`config.mk`:
```
export PLATFORM = sky130hd
export DESIGN_NAME = ncpu32k_regfile_mp
export DESIGN_NICKNAME = d
export VERILOG_FILES = /design/src/rtl/ncpu32k_regfile_mp.sv
export SDC_FILE = /design/constraint.sdc
export NUM_CORES = 2
export LEC_CHECK = 0
export CAP_MARGIN = 10
export CORE_ASPECT_RATIO = 0.75
export CORE_MARGIN = 5
export CORE_UTILIZATION = 40
export DETAILED_ROUTE_END_ITERATION = 16
export PLACE_DENSITY_LB_ADDON = 0.15
export SYNTH_ARGS = -nofsm -noshare
export SYNTH_HDL_FRONTEND = slang
export SYNTH_SLANG_ARGS = --single-unit
```
`constraint.sdc`:
```
create_clock -name clk -period 7.5 [get_ports clk]
set_input_delay 0.75 -clock clk [delete_from_list [all_inputs] [get_ports clk]]
set_output_delay 0.75 -clock clk [all_outputs]
set_load 0.03 [all_outputs]
```
`src/rtl/ncpu32k_regfile_mp.sv`:
```
`default_nettype none
//==============================================================================
// Module   : ncpu32k_regfile_mp
// Brief    : Multi-port GPR file with hardwired-zero entry 0 and a post-reset
//            clear sequencer. Optional same-edge bypass: NCPU_REGF_BYPASS_EN.
// Revision : 1.0
//==============================================================================
module ncpu32k_regfile_mp #(
    parameter int AW  = 5,
    parameter int DW  = 32,
    parameter int NRD = 2,
    parameter int NWR = 2
) (
    input  logic              clk,
    input  logic              rst,
    output logic              init_busy,
    input  logic [NRD*AW-1:0] rd_addr,
    input  logic [NRD-1:0]    rd_re,
    output logic [NRD*DW-1:0] rd_dout,
    input  logic [NWR*AW-1:0] wr_addr,
    input  logic [NWR*DW-1:0] wr_din,
    input  logic [NWR-1:0]    wr_we
);

    localparam int          c_DEPTH    = 1 << AW;
    localparam logic [AW-1:0] c_CNT_LAST = '1;

    localparam logic [1:0] c_ST_RESET = 2'd0;
    localparam logic [1:0] c_ST_CLEAR = 2'd1;
    localparam logic [1:0] c_ST_READY = 2'd2;

    logic [1:0]    r_state;
    logic [1:0]    w_state_nxt;
    logic [AW-1:0] r_cnt;
    logic          r_init_busy;
    logic          w_busy_nxt;
    logic          w_clear_we;
    logic          w_norm_op;
    logic [DW-1:0] r_mem [c_DEPTH];

    // Sequencer: state register
    always_ff @(posedge clk) begin
        if (rst) begin
            r_state <= c_ST_RESET;
        end else begin
            r_state <= w_state_nxt;
        end
    end

    // Sequencer: next state
    always_comb begin
        w_state_nxt = r_state;
        case (r_state)
            c_ST_RESET: w_state_nxt = c_ST_CLEAR;
            c_ST_CLEAR: if (r_cnt == c_CNT_LAST) w_state_nxt = c_ST_READY;
            c_ST_READY: w_state_nxt = c_ST_READY;
            default:    w_state_nxt = c_ST_RESET;
        endcase
    end

    // Sequencer: outputs
    always_comb begin
        w_clear_we = !rst && (r_state == c_ST_CLEAR);
        w_norm_op  = !rst && (r_state == c_ST_READY);
        w_busy_nxt = (w_state_nxt != c_ST_READY);
    end

    always_ff @(posedge clk) begin
        if (rst) begin
            r_init_busy <= 1'b1;
            r_cnt       <= '0;
        end else begin
            r_init_busy <= w_busy_nxt;
            if (w_clear_we) begin
                r_cnt <= r_cnt + 1'b1;
            end
        end
    end

    assign init_busy = r_init_busy;

    // Ascending port loop: the last (highest-index) assignment to an entry wins.
    always_ff @(posedge clk) begin
        if (w_clear_we) begin
            r_mem[r_cnt] <= '0;
        end else if (w_norm_op) begin
            for (int j = 0; j < NWR; j++) begin
                if (wr_we[j] && (wr_addr[j*AW +: AW] != '0)) begin
                    r_mem[wr_addr[j*AW +: AW]] <= wr_din[j*DW +: DW];
                end
            end
        end
    end

    generate
        for (genvar i = 0; i < NRD; i++) begin : g_rd
            logic [AW-1:0] w_addr;
            logic [DW-1:0] w_data;
            logic [DW-1:0] r_dout;

            assign w_addr = rd_addr[i*AW +: AW];

`ifdef NCPU_REGF_BYPASS_EN
            always_comb begin
                w_data = r_mem[w_addr];
                for (int j = 0; j < NWR; j++) begin
                    if (wr_we[j] && (wr_addr[j*AW +: AW] == w_addr)) begin
                        w_data = wr_din[j*DW +: DW];
                    end
                end
                if (w_addr == '0) begin
                    w_data = '0;
                end
            end
`else
            always_comb begin
                w_data = (w_addr == '0) ? '0 : r_mem[w_addr];
            end
`endif

            always_ff @(posedge clk) begin
                if (rst) begin
                    r_dout <= '0;
                end else if (w_norm_op && rd_re[i]) begin
                    r_dout <= w_data;
                end
            end

            assign rd_dout[i*DW +: DW] = r_dout;
        end
    endgenerate

endmodule
`default_nettype wire

```
* Yosys cells after proc, flatten, opt, wreduce, memory -nomap -nowiden *
Memories as Yosys holds them, arrays and structs flattened.
Index checks and enable logic that the tools add are counted.

operators by class
  add/subtract/negate cells = 1
  equal/unequal tests = 4
  muxes and demuxes = 17
  reduce and logical (&&, ||, !) cells = 13

operators by type and width
  kind                                            number
  two-way mux 32 bit                              3
  OR reduction 32 bit                             1
  two-way mux 1 bit                               11
  zero test 5 bit                                 2
  nonzero test 5 bit                              2
  logical AND 1 bit                               6
  case mux 2 bit (3 select lines)                 1
  adder 5 x 1 -> 5 bit (second input constant)    1
  == test 5 bit (second input constant)           1
  two-way mux 5 bit                               1
  == test 2 x 1 -> 1 bit (second input constant)  1
  == test 2 bit (second input constant)           1
  zero test 2 bit                                 1
  two-way mux 2 bit                               1
  inequality test 2 bit (second input constant)   1
  zero test 1 bit                                 1

storage, ports and cells
  register bits = 72
  bits in writable memories = 1024
  input bits = 90
  output and inout bits = 65
  logic and storage cells = 41
  memories = 1

memories
  memory  words  width  rd ports  clocked after memory_dff  write ports  line  source
  r_mem   32     32     2         0                         2            39    logic [DW-1:0] r_mem [c_DEPTH];

* Logic depth before layout (Yosys ltp) *
  depth in word-level cells = 8
  depth in mapped cells = 9
  depth with buffers taken out = 6

* Worst setup path after synthesis *
OpenSTA, ideal clock, no wires.

  path kind = input -> register
  start = in wr_addr[4]
  end = mem r_mem[15][0] (enable)
  library setup time = 0.470 ns
  data arrival time = 4.354 ns
  data required time = 7.030 ns
  slack = 2.676 ns
  stages on the path = 6
  path buffers = 2
  path through = clkbuf_1 nor3_1 a21oi_2 buf_2 o31a_1 o31ai_1

RTL lines
  element          line  source
  start, declared  20    input logic [NWR*AW-1:0] wr_addr,
  end, declared    39

==> impl_metrics.yaml <==
synthesis:
  syn_inst: 4964
  syn_nets: 5056
  synth_area_mm2: 0.06080
  yosys.area.top_type_share_pct: 50.58
  yosysWarnings: 0
  yosysSeqAreaShare_pct: 52.95
  synthArstFlopShare_pct: 0
  synth_edf_count: 1024
  yosysTopAreaCell: "edfxtp_1"
  ys_ff_latch: 1096
  yosysUniqueCellTypes: 66
  synthFlopType: "edfxtp_1"
  yosysMostFrequentCell: "nand2_1"
  synthTopCellsByCount: "nand2_1 (1,088), edfxtp_1 (1,024), o21ai_0 (930)"
  synth_area_leaders: "edfxtp_1 (51%), mux4_2 (19%), o21ai_0 (7.7%)"
  syn_area_per_cell_um2: 12.25
sta:
  layout_min_cycle_time_ns: 4.481
  fin_worst_skew_ns: 0.04817
  fin_tns_setup_ns: 0
  period_share_pct: 59.75
  tightest_slew_ns: 1.276
  slew-limit-headroom_pct: 14.65
  hold_violations: 0
  maxSlewViolCount: 0
  rsz0062_at_grt: "no"
  fmax_mhz: 223.2
  setup_viol: 0
finish:
  areaGrowthSynthToFinish_pct: 11.47
  drive_above_1_share_pct: 19.67
  fin_cells: 6871
  fillCellCount: 13420
  final_area_mm2: 0.06777
  final_nets: 4852
clock_network:
  cts_buffers: 114
  htree_levels: 3
  clock-root-buffer: "clkbuf_16"
  clockBufferDepth: 3
  post_cts_buffers: 0
  ctsResizeCount: 0
  clk_latency_ns: 0.77
  cts_tree: "yes"
  clk_pin_slew_ns: 0.06
  clock-sinks: 1096
  hold_buffers: 0
routing:
  wl_per_cell_um: 34.70
  dr_total_vias: 44250
  viasPerCell: 6.441
  dr.first_iter.drc_count: 7038
  route.detailed.drc: 0
  drt-pass1-iter-count: 6
  ant_nets: 0
  wirelength_um: 238400
global_route:
  grt_pass1_wl_um: 332600
  grt_max_degree: 105
  antenna_found_initial: 13
  track_usage_pct: 29.32
  grt_overflow: 0
  grt_pass1_vias: 41460
die:
  io-pin-count: 155
  die_width_um: 460.2
  die_h_um: 347.6
  coreArea_mm2: 0.1505
  rows: 123
  die_area_mm2: 0.1600
  start_util_pct: 40.39
flow_run:
  drv_cap: 0
setup_path:
  r2r_cells: 5
  path_buf_inv: 3
  path_cells: "clkdlybuf4s50_1 > nand4bb_4 > nor4_2 > buf_4 > o21bai_4 > buf_4"
  end_kind: "register"
  crit_fanout: 65
  worstReg2RegEnd: "r_mem[16][9]"
  worst-path-stages: 6
  cpMostUsedCell: "buf_4"
  slowest_delay_ns: 0.97
  critPathArrivalTime_ns: 4.84
  r2r_start: "r_state[1]"
  critPathRequiredTime_ns: 7.86
  startpoint_type: "input port"
  crit_family: "buffers and inverters"
  r2r_slack_ns: 3.32
  crit_type: "input port to register"
  crit_slowest_cell: "nand4bb_4"
placement:
  io_buffers: 154
  placed_area_mm2: 0.06381
  hpwl_um: 137300
  gp_congestion: 0.8334
  placed_cells: 6636
power:
  leakage_uw: 0.01937
  p_per_area_mw_per_mm2: 195.8
  irDropWorstVdd_v: 0.0001824
min_path:
  min_from: "g_rd[1].r_dout[13]"
  hold-path-endpoint: "g_rd[1].r_dout[13]"
  hold_depth: 2
  hold_class: "register to register"
run_status:
  outcome: "finished, final reports clean"
-- logic make-up after synthesis --
family          after synthesis  synth area share (%)
buf+inv                     677                 5.100
mux                         645                 21.37
fa+ha+maj                     2               0.04115
flops                      1096                 52.95
simple gates               1315                 9.240
xor+xnor                      3               0.04323
compound gates             1226                 11.26
-- flip-flops by register name, indices dropped and copies added, names as in the netlist --
signal       count
init_busy        1
r_cnt            5
g_rd.r_dout     64
r_mem         1024
r_state          2
-- worst min-delay path: cells and delay by family, from the launching register on --
kind | cells | cell delay, ns
flip-flops | 1 | 0.31
AO/OA/AOI/OAI | 1 | 0.07
AND/OR/NAND/NOR | 1 | 0.05
-- how the worst max path moves through the flow --
stage          startpoint             to  slack [ns]
2_1_floorplan  wr_addr[4]   r_mem[15][0]        2.68
3_3_place_gp          rst  r_mem[19][10]        2.42
3_5_place_dp          rst   r_mem[16][7]        2.40
4_1_cts               rst   r_mem[16][9]        3.19
5_1_grt               rst   r_mem[16][9]        2.99
6_report              rst   r_mem[16][9]        3.02
-- layout by cell type, fill, tap and decap left out, types with 11 or more instances in the layout --
master	n
o221a_2	11
nand3_1	22
dfxtp_1	72
and4_1	23
buf_4	138
nor2_1	17
inv_1	50
clkbuf_8	18
nand2_1	1088
clkinv_2	23
nor4_2	20
nand4_1	86
a22oi_1	17
o22ai_1	38
o21ai_0	930
clkbuf_1	41
o21ai_1	63
a211o_1	39
mux4_2	522
edfxtp_1	1024
mux2i_1	118
a221oi_1	33
clkbuf_16	119
a22o_1	17
o21bai_4	21
clkdlybuf4s50_1	143
nor4_4	11
-- routing by layer --
metal / part of all wire, % / vias to the layer above / global-route usage (%)
met3: 10 / 418 / 6.318
met1: 41 / 22540 / 41.58
li1: - / 18590 / -
met4: 4.3 / 6 / 10.79
met5: 0.020 / - / 0
met2: 45 / 2710 / 44.65
-- area by class of cell --
| class | count | area [µm²] | share of cell area (%) |
|---|---|---|---|
| clock inverter | 43 | 442.9 | 0.6536 |
| inverter | 51 | 191.4 | 0.2825 |
| tap | 2000 | 2502 | 3.692 |
| timing repair buffer | 306 | 2920 | 4.309 |
| clock buffer | 174 | 3291 | 4.856 |
| antenna | 10 | 25.02 | 0.03692 |
| sequential | 1096 | 32190 | 47.50 |
| multi-input combinational | 3191 | 26210 | 38.67 |
-- power breakdown --
part           internal (µW)  switching, µW  total (µW)
logic                    298            521         819
registers               6600           12.8        6620
clock network           3240           2590        5830
-- through the flow --
stage                     setup slack, ns  hold WS, ns  total power [µW]  util, %
final                               3.019       0.4818             13270    45.03
after global routing                2.988       0.5213             13570    45.02
after CTS                           3.192       0.4891             13310    44.88
after detailed placement            2.400       0.4769              7550    42.40
after global placement              2.417       0.4718              7547    42.38
after floorplan                     2.676       0.5027              7236        -
Power figures use the tool's default switching activity.
